==> src/rtl/sync_evt_pkg.sv <==
// Shared constants and types for the synchronized-input event filter.
// Imported by the glitch filter and the event-reporting top.
package sync_evt_pkg;

    typedef enum logic {
        EDGE_FALL = 1'b0,
        EDGE_RISE = 1'b1
    } evt_edge_e;

    localparam int FILT_LEN_MAX = 255;

endpackage : sync_evt_pkg

==> src/rtl/sync_evt_filter_if.sv <==
// Event handshake bundle: one held event (edge, count) plus sticky overflow.
// The producer owns valid/edge/count/ovf; the consumer owns ready and ovf_clr.
interface sync_evt_filter_if #(
    parameter int CNT_W = 8
);

    logic             evt_valid;
    logic             evt_ready;
    logic             evt_edge;
    logic [CNT_W-1:0] evt_count;
    logic             evt_ovf;
    logic             ovf_clr;

    modport master (
        output evt_valid,
        output evt_edge,
        output evt_count,
        output evt_ovf,
        input  evt_ready,
        input  ovf_clr
    );

    modport slave (
        input  evt_valid,
        input  evt_edge,
        input  evt_count,
        input  evt_ovf,
        output evt_ready,
        output ovf_clr
    );

endinterface : sync_evt_filter_if

==> src/rtl/sync_glitch_filt.sv <==
// Stable-count glitch filter for an already-synchronized level, with registered
// one-cycle rise/fall pulses coincident with the new filtered level.
module sync_glitch_filt
    import sync_evt_pkg::*;
#(
    parameter int FILT_LEN = 4,
    parameter bit RST_VAL  = 1'b0
) (
    input  logic clk_rx,
    input  logic rst_n,
    input  logic din,
    output logic dout,
    output logic rise_pulse,
    output logic fall_pulse
);

    localparam int          CW   = $clog2(FILT_LEN + 1);
    localparam logic [CW-1:0] LAST = CW'(FILT_LEN - 1);

    logic [CW-1:0] cnt;
    logic          dout_q;
    logic          rise_q;
    logic          fall_q;

    // The counter tracks how many consecutive samples have disagreed with dout;
    // the sample that would make it FILT_LEN flips dout instead.
    always_ff @(posedge clk_rx or negedge rst_n) begin
        if (!rst_n) begin
            cnt    <= '0;
            dout_q <= RST_VAL;
            rise_q <= 1'b0;
            fall_q <= 1'b0;
        end else begin
            // NOTE: pulses default low each cycle and are overridden below with
            // non-blocking assignments, so they can never stretch past one cycle.
            rise_q <= 1'b0;
            fall_q <= 1'b0;
            if (din == dout_q) begin
                cnt <= '0;
            end else if (cnt == LAST) begin
                cnt    <= '0;
                dout_q <= din;
                rise_q <= din;
                fall_q <= ~din;
            end else begin
                cnt <= cnt + 1'b1;
            end
        end
    end

    assign dout       = dout_q;
    assign rise_pulse = rise_q;
    assign fall_pulse = fall_q;

endmodule : sync_glitch_filt

==> src/rtl/sync_evt_filter.sv <==
// Filters the synchronized level and reports each filtered edge as a held,
// timestamped event on a valid/ready handshake with sticky overflow.
module sync_evt_filter
    import sync_evt_pkg::*;
#(
    parameter int FILT_LEN = 4,
    parameter int CNT_W    = 8,
    parameter bit RST_VAL  = 1'b0
) (
    input  logic                      clk_rx,
    input  logic                      rst_n,
    input  logic                      din,
    output logic                      dout,
    output logic                      rise_pulse,
    output logic                      fall_pulse,
    sync_evt_filter_if.master         evt
);

    logic             edge_evt;
    logic             accept;
    logic             load;
    logic             drop;
    logic [CNT_W-1:0] edge_cnt;
    logic [CNT_W-1:0] cnt_inc;
    logic             valid_q;
    evt_edge_e        edge_q;
    logic [CNT_W-1:0] count_q;
    logic             ovf_q;

    sync_glitch_filt #(
        .FILT_LEN (FILT_LEN),
        .RST_VAL  (RST_VAL)
    ) u_filt (
        .clk_rx     (clk_rx),
        .rst_n      (rst_n),
        .din        (din),
        .dout       (dout),
        .rise_pulse (rise_pulse),
        .fall_pulse (fall_pulse)
    );

    // Events are captured from the registered pulses, one cycle after dout moves.
    // A full holding register accepts a new edge only if it is being drained now.
    assign edge_evt = rise_pulse | fall_pulse;
    assign accept   = valid_q & evt.evt_ready;
    assign load     = edge_evt & (~valid_q | evt.evt_ready);
    assign drop     = edge_evt & valid_q & ~evt.evt_ready;
    assign cnt_inc  = edge_cnt + 1'b1;

    always_ff @(posedge clk_rx or negedge rst_n) begin
        if (!rst_n) begin
            edge_cnt <= '0;
            valid_q  <= 1'b0;
            edge_q   <= EDGE_FALL;
            count_q  <= '0;
            ovf_q    <= 1'b0;
        end else begin
            if (edge_evt) begin
                edge_cnt <= cnt_inc;
            end

            if (load) begin
                valid_q <= 1'b1;
                edge_q  <= rise_pulse ? EDGE_RISE : EDGE_FALL;
                count_q <= cnt_inc;
            end else if (accept) begin
                valid_q <= 1'b0;
            end

            // A drop in the same cycle as a clear must leave the flag set.
            if (drop) begin
                ovf_q <= 1'b1;
            end else if (evt.ovf_clr) begin
                ovf_q <= 1'b0;
            end
        end
    end

    assign evt.evt_valid = valid_q;
    assign evt.evt_edge  = edge_q;
    assign evt.evt_count = count_q;
    assign evt.evt_ovf   = ovf_q;

endmodule : sync_evt_filter

==> src/flat_wrapper.sv <==
// flat-port wrapper written by rule: the top's interface ports become plain ports
module sync_evt_filter_flat import sync_evt_pkg::*;
#(
    parameter int FILT_LEN = 4,
    parameter int CNT_W    = 8,
    parameter bit RST_VAL  = 1'b0
)
  (clk_rx, rst_n, din, dout, rise_pulse, fall_pulse, evt_evt_valid, evt_evt_edge, evt_evt_count, evt_evt_ovf, evt_evt_ready, evt_ovf_clr);
  sync_evt_filter_if #(.CNT_W(CNT_W)) evt_i ();
  input  logic clk_rx;
  input  logic rst_n;
  input  logic din;
  output logic dout;
  output logic rise_pulse;
  output logic fall_pulse;
  output wire logic [$bits(evt_i.evt_valid)-1:0] evt_evt_valid;
  output wire logic [$bits(evt_i.evt_edge)-1:0] evt_evt_edge;
  output wire logic [$bits(evt_i.evt_count)-1:0] evt_evt_count;
  output wire logic [$bits(evt_i.evt_ovf)-1:0] evt_evt_ovf;
  input wire logic [$bits(evt_i.evt_ready)-1:0] evt_evt_ready;
  input wire logic [$bits(evt_i.ovf_clr)-1:0] evt_ovf_clr;
  assign evt_evt_valid = evt_i.evt_valid;
  assign evt_evt_edge = evt_i.evt_edge;
  assign evt_evt_count = evt_i.evt_count;
  assign evt_evt_ovf = evt_i.evt_ovf;
  assign evt_i.evt_ready = evt_evt_ready;
  assign evt_i.ovf_clr = evt_ovf_clr;
  sync_evt_filter #(.FILT_LEN(FILT_LEN), .CNT_W(CNT_W), .RST_VAL(RST_VAL)) u_core (.clk_rx(clk_rx), .rst_n(rst_n), .din(din), .dout(dout), .rise_pulse(rise_pulse), .fall_pulse(fall_pulse), .evt(evt_i));
endmodule
==> config.mk <==
export PLATFORM = sky130hd
export DESIGN_NAME = sync_evt_filter_flat
export DESIGN_NICKNAME = d
export VERILOG_FILES = /design/src/rtl/sync_evt_pkg.sv /design/src/rtl/sync_evt_filter_if.sv /design/src/rtl/sync_glitch_filt.sv /design/src/rtl/sync_evt_filter.sv /design/src/flat_wrapper.sv
export SDC_FILE = /design/constraint.sdc
export NUM_CORES = 1
export LEC_CHECK = 0
export ABC_AREA = 1
export CAP_MARGIN = 20
export CORE_MARGIN = 4
export CORE_UTILIZATION = 48
export CTS_BUF_LIST = sky130_fd_sc_hd__clkbuf_8
export DETAILED_ROUTE_END_ITERATION = 16
export PLACE_DENSITY = 0.76
export SKIP_LAST_GASP = 1
export SYNTH_ARGS = -nofsm -noshare
export SYNTH_HDL_FRONTEND = slang
export SYNTH_HIERARCHICAL = 1
export SYNTH_SLANG_ARGS = --single-unit
==> constraint.sdc <==
create_clock -name clk_rx -period 1.05 [get_ports clk_rx]
set_input_delay 0.2625 -clock clk_rx [delete_from_list [all_inputs] [get_ports clk_rx]]
set_output_delay 0.2625 -clock clk_rx [all_outputs]
set_load 0.005 [all_outputs]
# After elaboration in Yosys (flattened, before gate mapping)
# Index checks and enable logic that the tools add are counted.
[word_totals]
register_bits = 25
[op_classes]
addsub = 2
eq_ne = 2
mux = 11
n_bitwise = 10
reduce_logical = 3
[ops]
columns = ["op", "n"]
rows = [
  ["1-bit 2-to-1 mux", 9],
  ["8-bit by 1-bit adder with 8-bit output (second input constant)", 1],
  ["3-bit 2-to-1 mux", 2],
  ["1-bit bitwise AND", 4],
  ["1-bit inverter", 4],
  ["2-bit nonzero test", 2],
  ["3-bit by 1-bit adder with 3-bit output (second input constant)", 1],
  ["3-bit by 2-bit == test with 1-bit output (second input constant)", 1],
  ["1-bit OR", 2],
  ["2-bit AND reduction", 1],
  ["1-bit == test", 1],
]

# Logic depth before layout (Yosys ltp)
# Gate-level depths: netlist of run 1.
[depth]
depth_word = 4
ltp_mapped = 7
depth_no_buf = 7

# By module
# Netlist of run 1, hierarchy kept.
[by_module_without_submodules]
columns = ["module", "instances", "cells_per_inst", "area_per_inst_um2", "seq_area_each_um2"]
rows = [
  ["sync_evt_filter", 1, 106, 877.1, 475.5],
  ["sync_glitch_filt", 1, 27, 242.7, 150.1],
]

# Worst setup path before layout of run 1
# OpenSTA, ideal clock, no wires.
[synth_timing]
path_kind = "reg2reg"
start = "reg u_core.edge_cnt[0]"
end = "reg u_core.edge_cnt[6]"
setup_ps = 117
arrival_time_ps = 930
setup_slack_ps = 3
stages_incl_launch_ff = 8
synth_period_minus_slack_ps = 1047
path_cell_list = "dfrtp_1 ha_1 nand2_1 nor2_1 nand3_1 nand2_1 nand2_1 nand2_1"
[synth_between]
elab_chain_cells = 1
[synth_rtl]
columns = ["element", "line", "source"]
rows = [
  ["from (decl)", "sync_evt_filter.sv:23", "logic [CNT_W-1:0] edge_cnt;"],
  ["from (signal assigned)", "sync_evt_filter.sv:59", "edge_cnt <= cnt_inc;"],
  ["8-bit by 1-bit adder with 8-bit output", "sync_evt_filter.sv:48", "assign cnt_inc = edge_cnt + 1'b1;"],
]
# No other way between the ends.
# A chain may end at the register's enable or synchronous reset.

# Final worst setup path of run 1
[layout_timing]
start = "reg u_core.edge_cnt[1]"
end = "reg u_core.count_q[5] (netlist: u_core/evt.evt_count[5])"
[layout_between]
elab_chain_cells = 1
[layout_rtl]
columns = ["element", "line", "source"]
rows = [
  ["8-bit by 1-bit adder with 8-bit output", "sync_evt_filter.sv:48", ""],
  ["to (signal assigned)", "sync_evt_filter.sv:65", "count_q <= cnt_inc;"],
  ["to (decl)", "sync_evt_filter.sv:27", "logic [CNT_W-1:0] count_q;"],
]
# No other way between the ends.

==> results of run 1 <==
==> cells in the mapped netlist <==
master	n
buf_2	2
buf_6	1
dfrtp_1	25
ha_1	2
inv_1	15
inv_2	1
nand2_1	54
nand2_2	1
nand3_1	11
nor2_1	7
nor2_2	2
nor2_4	1
nor3_1	1
o21ai_0	1
o21ai_1	3
o21bai_1	1
o22ai_1	1
xnor2_1	2
xor2_1	2
==> final cells by class <==
cell class / count / area [sq um]
Clock buffer: 3 / 41.3
Timing Repair Buffer: 46 / 345
Sequential cell: 25 / 628
Inverter: 16 / 62.6
Multi-Input combinational cell: 89 / 494
Tap cell: 28 / 35.0
Timing Repair inverter: 1 / 7.51
Fill cell: 157 / 594
Clock inverter: 1 / 3.75
==> critical path, cell delays in order (launching register included) <==
cell and delay (ns):
dfrtp_1 0.42, buf_4 0.16, nand2_1 0.06, nor2_2 0.15
nand3_1 0.13, nand3_1 0.13, nand2_1 0.06
==> cells in the final DEF, fill, tap and decap left out <==
cell type and n:
nand2_2 4, o21bai_1 1, ha_1 1, nand3_4 1, clkinvlp_4 1, inv_1 14, nand3_2 2, o21ai_2 1
xor2_2 1, xnor2_2 2, nor3_1 1, nor2_4 2, buf_12 1, nand2_1 50, o22ai_1 1, o21ai_1 3
ha_4 1, buf_2 15, nand3_1 8, dfrtp_2 2, dfrtp_1 23, buf_4 22, inv_2 2, clkdlybuf4s50_1 4
buf_6 4, nand2_4 1, nor2_2 1, xor2_1 1, clkbuf_8 3, nor2_1 7, inv_4 1
==> how the worst max path moves through the flow <==
| stage | start | end | slack (ns) | cells after the start |
|---|---|---|---|---|
| final | u_core/edge_cnt[1] | u_core/evt.evt_count[5] | -0.16 | 6 |
| after global routing | u_core/edge_cnt[1] | u_core/evt.evt_count[5] | -0.21 | 5 |
| after CTS | u_core/edge_cnt[1] | u_core/evt.evt_count[6] | -0.07 | 6 |
| after detailed placement | evt_evt_ready | u_core/evt.evt_count[4] | -0.30 | 6 |
| after global placement | evt_evt_ready | u_core/evt.evt_count[0] | -0.27 | 6 |
| after floorplan | u_core/edge_cnt[0] | u_core/edge_cnt[6] | 0.003 | 7 |
==> kinds of logic after synthesis <==
kind of cell,after synthesis,synth area share (%)
xor gates and xnor gates,4,3.13
buffers and inverters,19,7.26
adders and majority gates,2,2.23
and+or+nand+nor,77,28.5
AOI/OAI and AO/OA,6,3.02
DFF,25,55.9
==> routing by layer <==
metal / GRT usage [%] / part of all wire, %
met2: 31.4 / 53
met3: 4.83 / 7.9
met1: 21.4 / 36
met5: 0 / 0
met4: 5.08 / 3.0
==> sequential cells by signal, summed over array words and instances, names as in the netlist <==
signal,cells
u_core/evt.evt_count,8
u_core/evt.evt_ovf,1
u_core/u_filt/dout,1
u_core/edge_cnt,8
u_core/u_filt/rise_pulse,1
u_core/u_filt/fall_pulse,1
u_core/u_filt/cnt,3
u_core/evt.evt_edge,1
u_core/evt.evt_valid,1
==> through the flow <==
step | util (%) | instance area, sq um | total power [mW] | cells | setup TNS, ns
2_1_floorplan | - | 1120 | 1.75 | 133 | 0
3_3_place_gp | 65.0 | 1440 | 2.26 | 191 | -3.57
3_5_place_dp | 65.0 | 1440 | 2.30 | 191 | -4.19
4_1_cts | 68.1 | 1510 | 2.92 | 202 | -0.781
5_1_grt | 73.1 | 1620 | 3.37 | 209 | -3.22
6_report | 73.1 | 1620 | 3.14 | 209 | -1.60
==> timing repair <==
item	in CTS	in global routing
buffers inserted	7	5
cloned	0	2
pin swaps	5	4
endpoints found under the setup margin	31	34
resized for setup	65	17
==> where the power goes <==
group	total, mW	internal (mW)	leakage, nW	switching, mW
Combinational	1.26	0.653	0.543	0.612
Clock	0.548	0.261	0.0269	0.286
Sequential	1.32	1.16	0.332	0.164
==> out/results.ini, run 1 <==
[run_status]
status=finished with violations
violations=negative setup slack

[clock_network]
clk_latency_ns=0.26
cts_inserted_buffers=3
path_clk_slew_ns=0.08
postCtsHoldBufs=0
root_buffer=clkbuf_8
cts_max_level=1
cts_buffer_depth=2
tritoncts=yes
cts.sinks=25

[die]
die_x_microns=56.3
rows=17
core_sq_um=2210
fp.dieH_microns=56.3
io_pins=19
dieArea_sq_um=3170
start_util_pct=50.6

[sta]
setup_viol=22
fin_crit_ns=1.21
setup_ws_ns=-0.160
fmax_mhz=826
whs_ns=0.342
rsz0062_at_grt=yes
drv_slew=0
relSlewSlack_pct=84.0
hold_viol=0
period_share_pct=115
tightest_slew_ns=0.238
clock_skew_ns=0.000948

[critical_path]
cp-start-kind=flop
endpoint_kind=flop
cp_max_fo=3
r2r_end=u_core/evt.evt_count[5]
critPathKind=flop to flop
crit_required_ns=1.21
r2r_slack_ns=-0.16
arrival_ns=1.37
ff2ff_path_depth=6
r2r_start=u_core/edge_cnt[1]

[global_routing]
grt_pass1_wl_microns=4460
antenna_found_initial=0
grt_max_degree=26
grt_usage_pct=17.9
first_global_vias=1021
grt-ovfl-total=0

[place]
globalplace.congestion=0.815
portBuffers=18
pre_cts_ws_ns=-0.300
dpl.hpwl_microns=1760

[synthesis]
synthesis.area_sq_um=1120
yosys_warnings=6
syn_inst=133
synth_top_cell_area_share_pct=55.9
ys_seq_area_share_pct=55.9
syn-num-nets=140
yosysUniqueCellTypes=19
synth.area.top_cells=dfrtp_1 (56%), nand2_1 (18%), inv_1 (5.0%)
syn_area_per_cell_sq_um=8.42
yosys.area.top_type=dfrtp_1
ys_ff_latch=25

[worst_hold_path]
hold_path_class=input pin to asynchronous set/reset pin

[detailed_routing]
drt_pass1_iterations=4
drc=0
vias=1094
post_drt_wl_per_cell_microns=14.3
vias_per_cell=5.23
final_antenna_net_count=0
drt-total-wl_microns=2990
drt-initial-drc-count=43

[layout]
fin_nets=189
drive_gt1_share_pct=37.0
areaGrowthSynthToFinish_pct=44.5
diodes=0

[power]
leakagePower_nw=0.901
p_per_area_nw_per_um2=1940
max-vdd-ir-drop_mv=1.79

[run]
maxCapViolCount=0

No activity file was read; power rests on OpenSTA's default activity.
==> inputs of run 2 (changes only) <==
--- a/config.mk
+++ b/config.mk
@@ -6,8 +6,7 @@
 export NUM_CORES = 1
 export LEC_CHECK = 0
 export ABC_AREA = 1
-export CAP_MARGIN = 20
-export CORE_MARGIN = 4
+export CORE_MARGIN = 2
 export CORE_UTILIZATION = 48
 export CTS_BUF_LIST = sky130_fd_sc_hd__clkbuf_8
 export DETAILED_ROUTE_END_ITERATION = 16
==> run 2 against run 1 <==
The flow still finishes with violations (negative setup slack). Via count fell by 2.2%. Highest routed layer unchanged. First-iteration DRC count is 40% lower. Clock-buffer cell count unchanged. Worst setup slack gained 0.0090 ns. Cell area up 3.7%. Cell count is 0.48% higher. Register-to-register slack barely moved. Wire length shrank 1.5%. Critical endpoint is now u_core/edge_cnt[0]. Sequential share of layout area shrank 1.5 points.
==> out/results.ini, run 2 (synthesis results as in run 1) <==
[run_status]
status=finished with violations
violations=negative setup slack

[die]
rows=17
dieArea_sq_um=2740
io_pins=19
fp.dieH_microns=52.3
die_x_microns=52.3
start_util_pct=50.6
core_sq_um=2210

[global_routing]
antenna_found_initial=0
grt-ovfl-total=0
grt_usage_pct=22.7
grt_pass1_wl_microns=4440
first_global_vias=1005
grt_max_degree=26

[detailed_routing]
final_antenna_net_count=0
drt-initial-drc-count=26
post_drt_wl_per_cell_microns=14.0
wl_met3_microns=173
vias_per_cell=5.10
wl_met2_microns=1440
drt-total-wl_microns=2950
top_layer=met4
drt_pass1_iterations=4
vias=1070
drc=0
wl_met1_microns=1220

[power]
max-vdd-ir-drop_mv=1.65
leakagePower_nw=0.931
power.total_mw=3.14
p_per_area_nw_per_um2=1870

[layout]
layout_common_cells=nand2_1 (46), dfrtp_1 (24), buf_4 (21)
finalNonFillerCells=210
final.fill_count=147
layout_commonest_cell=nand2_1
diodes=0
fin_nets=190
drive_gt1_share_pct=40.1
areaGrowthSynthToFinish_pct=49.8

[clock_network]
tritoncts=yes
postCtsHoldBufs=0
cts_buffer_depth=2
path_clk_slew_ns=0.09
cts_inserted_buffers=3
cts.sinks=25
cts_max_level=1
root_buffer=clkbuf_8
clk_latency_ns=0.27

[critical_path]
cpMaxStageDelayCell=dfrtp_1
cp_max_fo=5
arrival_ns=1.40
critPathKind=flop to flop
crit_required_ns=1.25
cp-start-kind=flop
slowest_delay_ns=0.39
endpoint_kind=flop
cp_common_cell=buf_6
path_cells=buf_6 -> nor2_4 -> buf_12 -> buf_6 -> xor2_1

[sta]
relSlewSlack_pct=79.9
hold_viol=0
tightest_slew_ns=0.301
fmax_mhz=833
clock_skew_ns=0.00678
rsz0062_at_grt=yes
fin_crit_ns=1.20
setup_viol=23
setup_ws_ns=-0.151
drv_slew=0
period_share_pct=114

[place]
dp_cells=192
dpl.hpwl_microns=1630
portBuffers=18
globalplace.congestion=0.824

[worst_hold_path]
hold_path_class=input pin to asynchronous set/reset pin

[run]
maxCapViolCount=0

-- run 2: through the flow --
stage	setup TNS [ns]	area, sq um	hold slack [ns]	util [%]	worst slack, ns
floorplan	0	1120	-0.0331	-	0.00292
global placement	-3.58	1450	0.492	65.4	-0.274
detailed placement	-4.03	1450	0.500	65.4	-0.325
CTS	-0.642	1520	0.338	68.5	-0.0586
global route	-3.30	1680	0.344	75.8	-0.197
finish	-1.91	1680	0.335	75.8	-0.151
-- run 2: layer usage --
| metal | vias to the layer above | global-route usage, % |
|---|---|---|
| li1 | 507 | - |
| met1 | 505 | 29.4 |
| met2 | 43 | 36.7 |
| met3 | 15 | 4.00 |
| met4 | 0 | 10.7 |
| met5 | - | 0 |
-- run 2: critical path, delay by kind of cell, from the launching register on --
family / cells / cell delay (ns)
buf+inv: 3 / 0.38
flops: 1 / 0.39
xor+xnor: 1 / 0.14
simple gates: 1 / 0.21
-- run 2: final timing paths --
path	from	endpoint	slack, ns	cells past startpoint
max	u_core/u_filt/fall_pulse	u_core/edge_cnt[0]	-0.15	5
min	rst_n	u_core/evt.evt_count[3]	0.33	2
max reg2reg	u_core/u_filt/fall_pulse	u_core/edge_cnt[0]	-0.15	5
min reg2reg	u_core/evt.evt_ovf	u_core/evt.evt_ovf	0.54	2
max in group asynchronous	rst_n	u_core/edge_cnt[2]	0.55	2
min in group clk_rx	u_core/evt.evt_ovf	u_core/evt.evt_ovf	0.54	2
-- run 2: area by class of cell --
class	instances	area, sq um	share of cell area, %
Sequential cell	25	627	37.4
Multi-Input combinational cell	89	514	30.6
Timing Repair Buffer	47	369	22.0
Inverter	16	77.6	4.62
Clock buffer	3	41.3	2.46
Tap cell	28	35.0	2.09
Clock inverter	1	7.51	0.447
Timing Repair inverter	1	6.26	0.373
-- run 2: power by group --
part           total [mW]  internal [mW]  switching, mW  leakage, nW
clock network       0.586          0.269          0.317       0.0217
registers            1.30           1.16          0.140        0.333
logic                1.26          0.639          0.621        0.576
-- run 2: timing repair --
item	in CTS	in global routing
endpoints found under the setup margin	30	31
pin swaps	0	6
cloned	0	2
resized for setup	64	26
buffers inserted	6	6
==> inputs of run 3 (changes only) <==
--- a/config.mk
+++ b/config.mk
@@ -11,7 +11,6 @@
 export CTS_BUF_LIST = sky130_fd_sc_hd__clkbuf_8
 export DETAILED_ROUTE_END_ITERATION = 16
 export PLACE_DENSITY = 0.76
-export SKIP_LAST_GASP = 1
 export SYNTH_ARGS = -nofsm -noshare
 export SYNTH_HDL_FRONTEND = slang
 export SYNTH_HIERARCHICAL = 1
==> run 3 against run 2 <==
The flow still finishes with violations (negative setup slack). Power grew 3.6%. Global-route usage fell by 0.18 points. Clock power grew 0.9%. Sequential cell count is the same. Cell area is 2.3% higher. Sequential power about the same. Combinational power rose by 8%. Die area unchanged. Via count decreased by 0.37%. Clock skew down 0.0024 ns. Clock-buffer cell count unchanged. Largest power group is now combinational cells.
==> out/results.ini, run 3 (synthesis results as in run 1) <==
[sta]
setup_ws_ns=-0.151
clock_skew_ns=0.00437
relSlewSlack_pct=83.4
drv_slew=0
fin_tns_setup_ns=-1.80
whs_ns=0.332
fmax_mhz=833
setup_viol=25
fin_crit_ns=1.20
hold_viol=0
rsz0062_at_grt=yes
tightest_slew_ns=0.248
period_share_pct=114

[run]
maxCapViolCount=0

[clock_network]
cts_max_level=1
cts_buffer_depth=2
cts.sinks=25
cts_inserted_buffers=3
tritoncts=yes
path_clk_slew_ns=0.09
clk_latency_ns=0.27
root_buffer=clkbuf_8

[detailed_routing]
drt-total-wl_microns=2980
post_drt_wl_per_cell_microns=14.2
vias_per_cell=5.08
drt_pass1_iterations=6
final_antenna_net_count=0
drc=0
drt-initial-drc-count=42
vias=1066

[die]
die_x_microns=52.3
dieArea_sq_um=2740
rows=17
io_pins=19
fp.dieH_microns=52.3
start_util_pct=50.6
core_sq_um=2210

[global_routing]
grt-ovfl-total=0
grt_usage_pct=22.5
grt_pass1_wl_microns=4430
first_global_vias=1016
antenna_found_initial=0
grt_max_degree=26

[place]
portBuffers=18
dpl.hpwl_microns=1630
globalplace.congestion=0.824
pre_cts_ws_ns=-0.325

[layout]
regArea_sq_um=627
fin_util_pct=77.6
fin_nets=190
layout_common_cells=nand2_1 (40), dfrtp_1 (24), buf_4 (21)
multiInputGateArea_sq_um=544
areaGrowthSynthToFinish_pct=53.3
layout_commonest_cell=nand2_1
final.fill_count=153
diodes=0
drive_gt1_share_pct=46.2

[critical_path]
cp-start-kind=flop
critPathKind=flop to flop
cpMaxStageDelayCell=dfrtp_1
crit_required_ns=1.27
critPathBufInv=1
path_depth=5
path_cells=buf_4 -> nand3_2 -> o21ai_2 -> nand3_2 -> nand2_2
crit_start=u_core/edge_cnt[0]
slowest_delay_ns=0.40
arrival_ns=1.42
cp_common_cell=nand3_2
cp_max_fo=3
endpoint_kind=flop
crit_family=flip-flops
r2r_start=u_core/edge_cnt[0]
ff2ff_path_depth=5

[power]
power_frac_seq_pct=40.2
switching_share_pct=35.0
p_clk_share_pct=18.1
p_per_area_nw_per_um2=1900
power.total_mw=3.26
max-vdd-ir-drop_mv=1.64
power.net_switching_mw=1.14
intPower_mw=2.12
comb_power_share_pct=41.7
leakagePower_nw=0.920

[run_status]
violations=negative setup slack
status=finished with violations

[worst_hold_path]
hold_path_class=input pin to asynchronous set/reset pin

## run 3: what timing repair did
action,CTS,global route
setup endpoints to repair,30,32
gates cloned,0,2
resized for setup,66,34
hold buffers,0,0
setup buffers,6,6
pin swaps,0,7
## run 3: worst reg2reg max path, stage by stage (launching register included)
cell	delay (ns)
dfrtp_1	0.40
buf_4	0.16
nand3_2	0.14
o21ai_2	0.25
nand3_2	0.12
nand2_2	0.08
## run 3: per-stage QoR
step / cell area (sq um) / cells
6_report: 1720 / 210
3_5_place_dp: 1450 / 192
5_1_grt: 1720 / 210
2_1_floorplan: 1120 / 133
4_1_cts: 1520 / 202
3_3_place_gp: 1450 / 192
## run 3: area by class of cell
class | instances | area share (%)
Inverter | 16 | 3.94
Timing Repair Buffer | 47 | 22.6
Tap cell | 28 | 2.04
Sequential cell | 25 | 36.5
Timing Repair inverter | 1 | 0.364
Clock buffer | 3 | 2.41
Multi-Input combinational cell | 89 | 31.7
Clock inverter | 1 | 0.437
## run 3: per-layer routing
metal	wire (microns)	share of wire (%)	GRT usage (%)	vias up
met2	1530	51	36.5	47
met5	0	0	0	-
met4	43	1.4	11.1	0
met1	1210	41	28.7	506
met3	199	6.7	4.29	10
li1	-	-	-	503
## run 3: final timing paths
kind | end | slack (ns)
setup / recovery | u_core/edge_cnt[5] | -0.15
hold / removal | u_core/edge_cnt[1] | 0.33
setup reg to reg | u_core/edge_cnt[5] | -0.15
hold reg to reg | u_core/evt.evt_ovf | 0.54
max in group asynchronous | u_core/edge_cnt[2] | 0.56
min in group clk_rx | u_core/evt.evt_ovf | 0.54
## run 3: power groups by stage
| stage | Sequential [mW] | Clock, mW | Combinational [mW] |
|---|---|---|---|
| after CTS | 1.27 | 0.604 | 1.01 |
| after detailed placement | 1.29 | 0 | 1.03 |
| final | 1.31 | 0.591 | 1.36 |
| after global placement | 1.28 | 0 | 0.990 |
| after global routing | 1.33 | 0.637 | 1.51 |
| after floorplan | 1.30 | 0 | 0.459 |
==> RTL edit 1: new RTL, config.mk and constraints of run 2 <==
`CNT_W` is set to 8 in 3 places; all go to 10.
--- a/src/rtl/sync_evt_filter_if.sv
+++ b/src/rtl/sync_evt_filter_if.sv
@@ -1,7 +1,7 @@
 // Event handshake bundle: one held event (edge, count) plus sticky overflow.
 // The producer owns valid/edge/count/ovf; the consumer owns ready and ovf_clr.
 interface sync_evt_filter_if #(
-    parameter int CNT_W = 8
+    parameter int CNT_W = 10
 );
 
     logic             evt_valid;
--- a/src/rtl/sync_evt_filter.sv
+++ b/src/rtl/sync_evt_filter.sv
@@ -4,7 +4,7 @@
     import sync_evt_pkg::*;
 #(
     parameter int FILT_LEN = 4,
-    parameter int CNT_W    = 8,
+    parameter int CNT_W    = 10,
     parameter bit RST_VAL  = 1'b0
 ) (
     input  logic                      clk_rx,
--- a/src/flat_wrapper.sv
+++ b/src/flat_wrapper.sv
@@ -2,7 +2,7 @@
 module sync_evt_filter_flat import sync_evt_pkg::*;
 #(
     parameter int FILT_LEN = 4,
-    parameter int CNT_W    = 8,
+    parameter int CNT_W    = 10,
     parameter bit RST_VAL  = 1'b0
 )
   (clk_rx, rst_n, din, dout, rise_pulse, fall_pulse, evt_evt_valid, evt_evt_edge, evt_evt_count, evt_evt_ovf, evt_evt_ready, evt_ovf_clr);
Interface: changed (resized evt_evt_count); port bits go from 19 to 21. The function was not compared with the original's and may differ.
==> RTL edit 1 against run 2 <==
The flow still finishes with violations (setup timing). Non-clock buffer count up 8. Design area up 18%. Sequential cell count up 4. Total power up 18%. Count of clock-buffer cells in the layout up 3. Maximum frequency down 0.78%. Critical path depth up 2. Setup slack worse by 9.4 ps. Final cell count up 17%. Wire length up 15%. Global-route usage about the same. Sequential share of layout area down 0.52 points. Synthesized area up 18%. Core utilization down 2.4 points. Critical path type unchanged. Largest power group unchanged.
==> RTL edit 1: results (changes against run 2) <==
maximum VDD drop 0.00184 V (+12%); final setup violation count 30 (+30%); Reg clk slew, reported paths 60 ps (-30 ps); main area contributors after synthesis dfrtp_1 (55%), nand2_1 (16%), nand3_1 (4.5%); Detailed Place HPWL 2030 µm (+25%); number of global-route vias before repair 1,253 (+25%); Setup Buffers After CTS 10 (+4); crit-path max FO 6 (+1); failing checks setup timing; final wirelength 3380 µm (+15%); status finished, violations left; Clock Path Buffers 2 (unchanged); first-pass GRT wire length 5460 µm (+23%); Hold WS 346 ps (+10.6 ps); Synth async-reset ratio 100% (unchanged); total CTS buffers 5 (+2); register area share after synthesis 54.9% (-0.99 points); Post-Place Setup Slack -324 ps (+1.35 ps); pin count of the biggest net entering global routing 30 (+15%); # nets final 222 (+17%); Syn Nets 160 (+14%); final setup margin -160 ps (-9.41 ps); commonest cells in the netlist nand2_1 (57), dfrtp_1 (29), inv_1 (16); worst slew pin tran 228 ps (-72.9 ps); number of port buffers 20 (+2); GPL Wtd Cong 0.735 (-11%); initial DRC count 28 (+7.7%); GRT Total Usage 22.7% (about the same); Fin. Hold Viols 0 (unchanged); DR vias/cell 4.93 (-3.3%); htree depth 2 (+1); CP arrival 1380 ps (-20 ps); ratio of cells with drive above 1 in the final layout 41.9% (+1.8 points); Setup Skew 2.40 ps (-4.38 ps); Routed wire per std cell 13.7 µm (-2.0%); TNS Setup -2120 ps (-203 ps); post_cts resized 81 (+27%); number of distinct library cells after synthesis 24 (+5); leakage 0.00107 µW (+14%); placed inst area 1700 µm² (+18%); mean post-synth cell area 8.64 µm² (+2.7%); Root Buffer clkbuf_8
RTL edit 1: cell count changes in the layout (fill, tap and decap cells not counted), moves of 4 or more:
cell / change
o21ai_2: +4
dfrtp_1: +4
nand2_1: +6
buf_4: +5
RTL edit 1: logic make-up after synthesis:
group	synth area share, %
AND/OR/NAND/NOR	28.7
flip-flops	54.9
buffers and inverters	6.53
AO/OA/AOI/OAI	5.39
XOR/XNOR	2.65
adder cells (fa/ha/maj)	1.89
RTL edit 1: worst paths after layout:
kind	startpoint	to	cells after the start
worst min-delay path	rst_n	u_core/evt.evt_count[2]	2
min in group clk_rx	u_core/u_filt/cnt[0]	u_core/u_filt/cnt[0]	3
max in group asynchronous	rst_n	u_core/edge_cnt[3]	2
worst max register to register	u_core/u_filt/fall_pulse	u_core/evt.evt_count[8]	7
worst max-delay path	u_core/u_filt/fall_pulse	u_core/evt.evt_count[8]	7
worst min register to register	u_core/u_filt/cnt[0]	u_core/u_filt/cnt[0]	3
RTL edit 1: critical path, stage by stage, from the launching register on:
cell and delay, ps:
dfrtp_1 390, buf_6 120, nor2_4 160, nor2_4 70
buf_12 140, buf_6 110, nand3_2 60, nand2_1 50
RTL edit 1: cell type report:
cell class	count	area [µm²]
timing repair buffer	55	434
timing repair inverter	2	12.5
clock inverter	1	3.75
sequential	29	727
tap	31	38.8
multi-input combinational	104	597
inverter	18	77.6
fill	182	713
clock buffer	6	82.6
RTL edit 1: power breakdown:
part / switching (µW) / total (µW) / internal, µW
combinational: 635 / 1330 / 692
sequential: 129 / 1450 / 1330
clock: 411 / 920 / 509
total: 1180 / 3700 / 2530
RTL edit 1: per-layer routing:
metal  vias up  wire [µm]  track usage (%)
li1        597          -                -
met1       577       1350             24.4
met2        28       1780             40.5
met3        10        178             7.60
met4         0         75             8.84
met5         -          0                0
==> RTL edit 2: new RTL, settings of run 2 <==
Made on the original files. Make the reset (`rst_n`) synchronous in 2 clocked blocks.
--- a/src/rtl/sync_glitch_filt.sv
+++ b/src/rtl/sync_glitch_filt.sv
@@ -24,7 +24,7 @@
 
     // The counter tracks how many consecutive samples have disagreed with dout;
     // the sample that would make it FILT_LEN flips dout instead.
-    always_ff @(posedge clk_rx or negedge rst_n) begin
+    always_ff @(posedge clk_rx) begin
         if (!rst_n) begin
             cnt    <= '0;
             dout_q <= RST_VAL;
--- a/src/rtl/sync_evt_filter.sv
+++ b/src/rtl/sync_evt_filter.sv
@@ -47,7 +47,7 @@
     assign drop     = edge_evt & valid_q & ~evt.evt_ready;
     assign cnt_inc  = edge_cnt + 1'b1;
 
-    always_ff @(posedge clk_rx or negedge rst_n) begin
+    always_ff @(posedge clk_rx) begin
         if (!rst_n) begin
             edge_cnt <= '0;
             valid_q  <= 1'b0;
Formal check against the unedited RTL: differs if rst_n is asserted again (counterexample within 10 cycles, from zero or initial values and one cycle with rst_n low); with rst_n held inactive, the same outputs for 10 cycles.
==> RTL edit 2 against run 2 <==
The run still ends with setup timing left. Hold slack lost 19 ps. Sequential cell count unchanged. Setup slack improved by 86 ps. Non-clock buffer count shrank 8. Synthesized area up 0.89%. Design area is 1.1% lower. Wire length decreased by 9.4%. Final cell count grew 2.4%.
Power is not compared: it rests on default switching activity, and its combinational part moved more than twofold at a synthesized area within 25%.
==> RTL edit 2: results (changes against run 2) <==
Routed wire per std cell 12.4 µm (-12%); final-layout clock-cell area share 2.79% (-0.12 points); Slowest-stage cell, CP dfxtp_2; TNS Setup -430 ps (+1480 ps); Seq cells 25 (unchanged); Area growth, synth to finish 46.8%; invs w/o clock 25 (+8); crit-path max FO 2 (-3); CP peak stage delay 330 ps (-60 ps); comb_multi_in 94 (+5.6%); ratio of cells with drive above 1 in the final layout 54.5% (+14 points); FILL cells 156 (+6.1%); non-clock buffer share of cell area 18.5% (-3.5 points); commonest cells in the netlist dfxtp_1 (25), nand2_1 (24), inv_1 (23), nor2_1 (23), nand3_1 (11); worst hold path type input pin to flop; pin count of the biggest net entering global routing 15 (-42%); final setup margin -64.9 ps (+86.1 ps); status finished, violations left; placed insts 207 (+7.8%); DR vias/cell 4.93 (-3.2%); final setup violation count 15 (-35%); number of distinct library cells after synthesis 21 (+2); mean post-synth cell area 7.69 µm² (-8.7%); Detailed Place HPWL 1730 µm (+6.3%); Syn Nets 155 (+11%); first-pass GRT wire length 4190 µm (-5.7%); Buffers, non-clock 39 (-17%); met3 usage 3.43% (-0.57 points); post-synthesis xor/xnor area fraction 1.55% (-1.6 points); Setup Buffers After CTS 4 (-2); Post-Place Setup Slack -337 ps (-12.0 ps); grt met1 use 26.4% (-3.0 points); Max-Slew Margin vs Limit 84.7% (+4.8 points); sequential share of cell area 32.0% (-5.4 points); Multi-input gate area 644 µm² (+25%); met2 usage 34.8% (-1.9 points); Setup Skew 2.47 ps (-4.31 ps); Synth Area in Adders 3.32% (+1.1 points); GRT Total Usage 21.0% (-1.7 points); GPL Wtd Cong 0.865 (+4.9%); CP arrival 850 ps (-550 ps); Synth async-reset ratio 0% (-100 points); final non-filler cell total 215 (+2.4%); failing checks setup timing; main area contributors after synthesis dfxtp_1 (44%), nand2_1 (8.0%), inv_1 (7.6%); post-synthesis compound-gate area fraction 12.4% (+9.4 points)
[RTL edit 2: changes by cell type after synthesis, moves of 2 or more]
cell / change
nand2_1: -30
dfrtp_1: -25
dfxtp_1: +25
nor2_1: +16
inv_1: +8
a21oi_1: +6
a21oi_2: +5
o21ai_0: +4
o21ai_2: +3
buf_2: -2
nor2_4: +2
xnor2_1: -2
[RTL edit 2: report_power, final]
group          internal [µW]  switching, µW
Combinational           44.4           51.5
Sequential               951           7.58
Clock                    266            316
[RTL edit 2: final timing paths]
kind / startpoint / to / slack, ps / cells after the start
max: u_core/u_filt/rise_pulse / rise_pulse / -60 / 1
min: din / u_core/u_filt/fall_pulse / 320 / 2
max reg2reg: u_core/u_filt/rise_pulse / u_core/evt.evt_count[3] / -50 / 6
min reg2reg: u_core/u_filt/cnt[0] / u_core/u_filt/cnt[0] / 440 / 1
[RTL edit 2: per-layer routing]
layer,share of wire (%),vias up
met4,0.41,0
met3,3.7,4
met2,51,27
li1,-,537
met5,0,-
met1,44,492
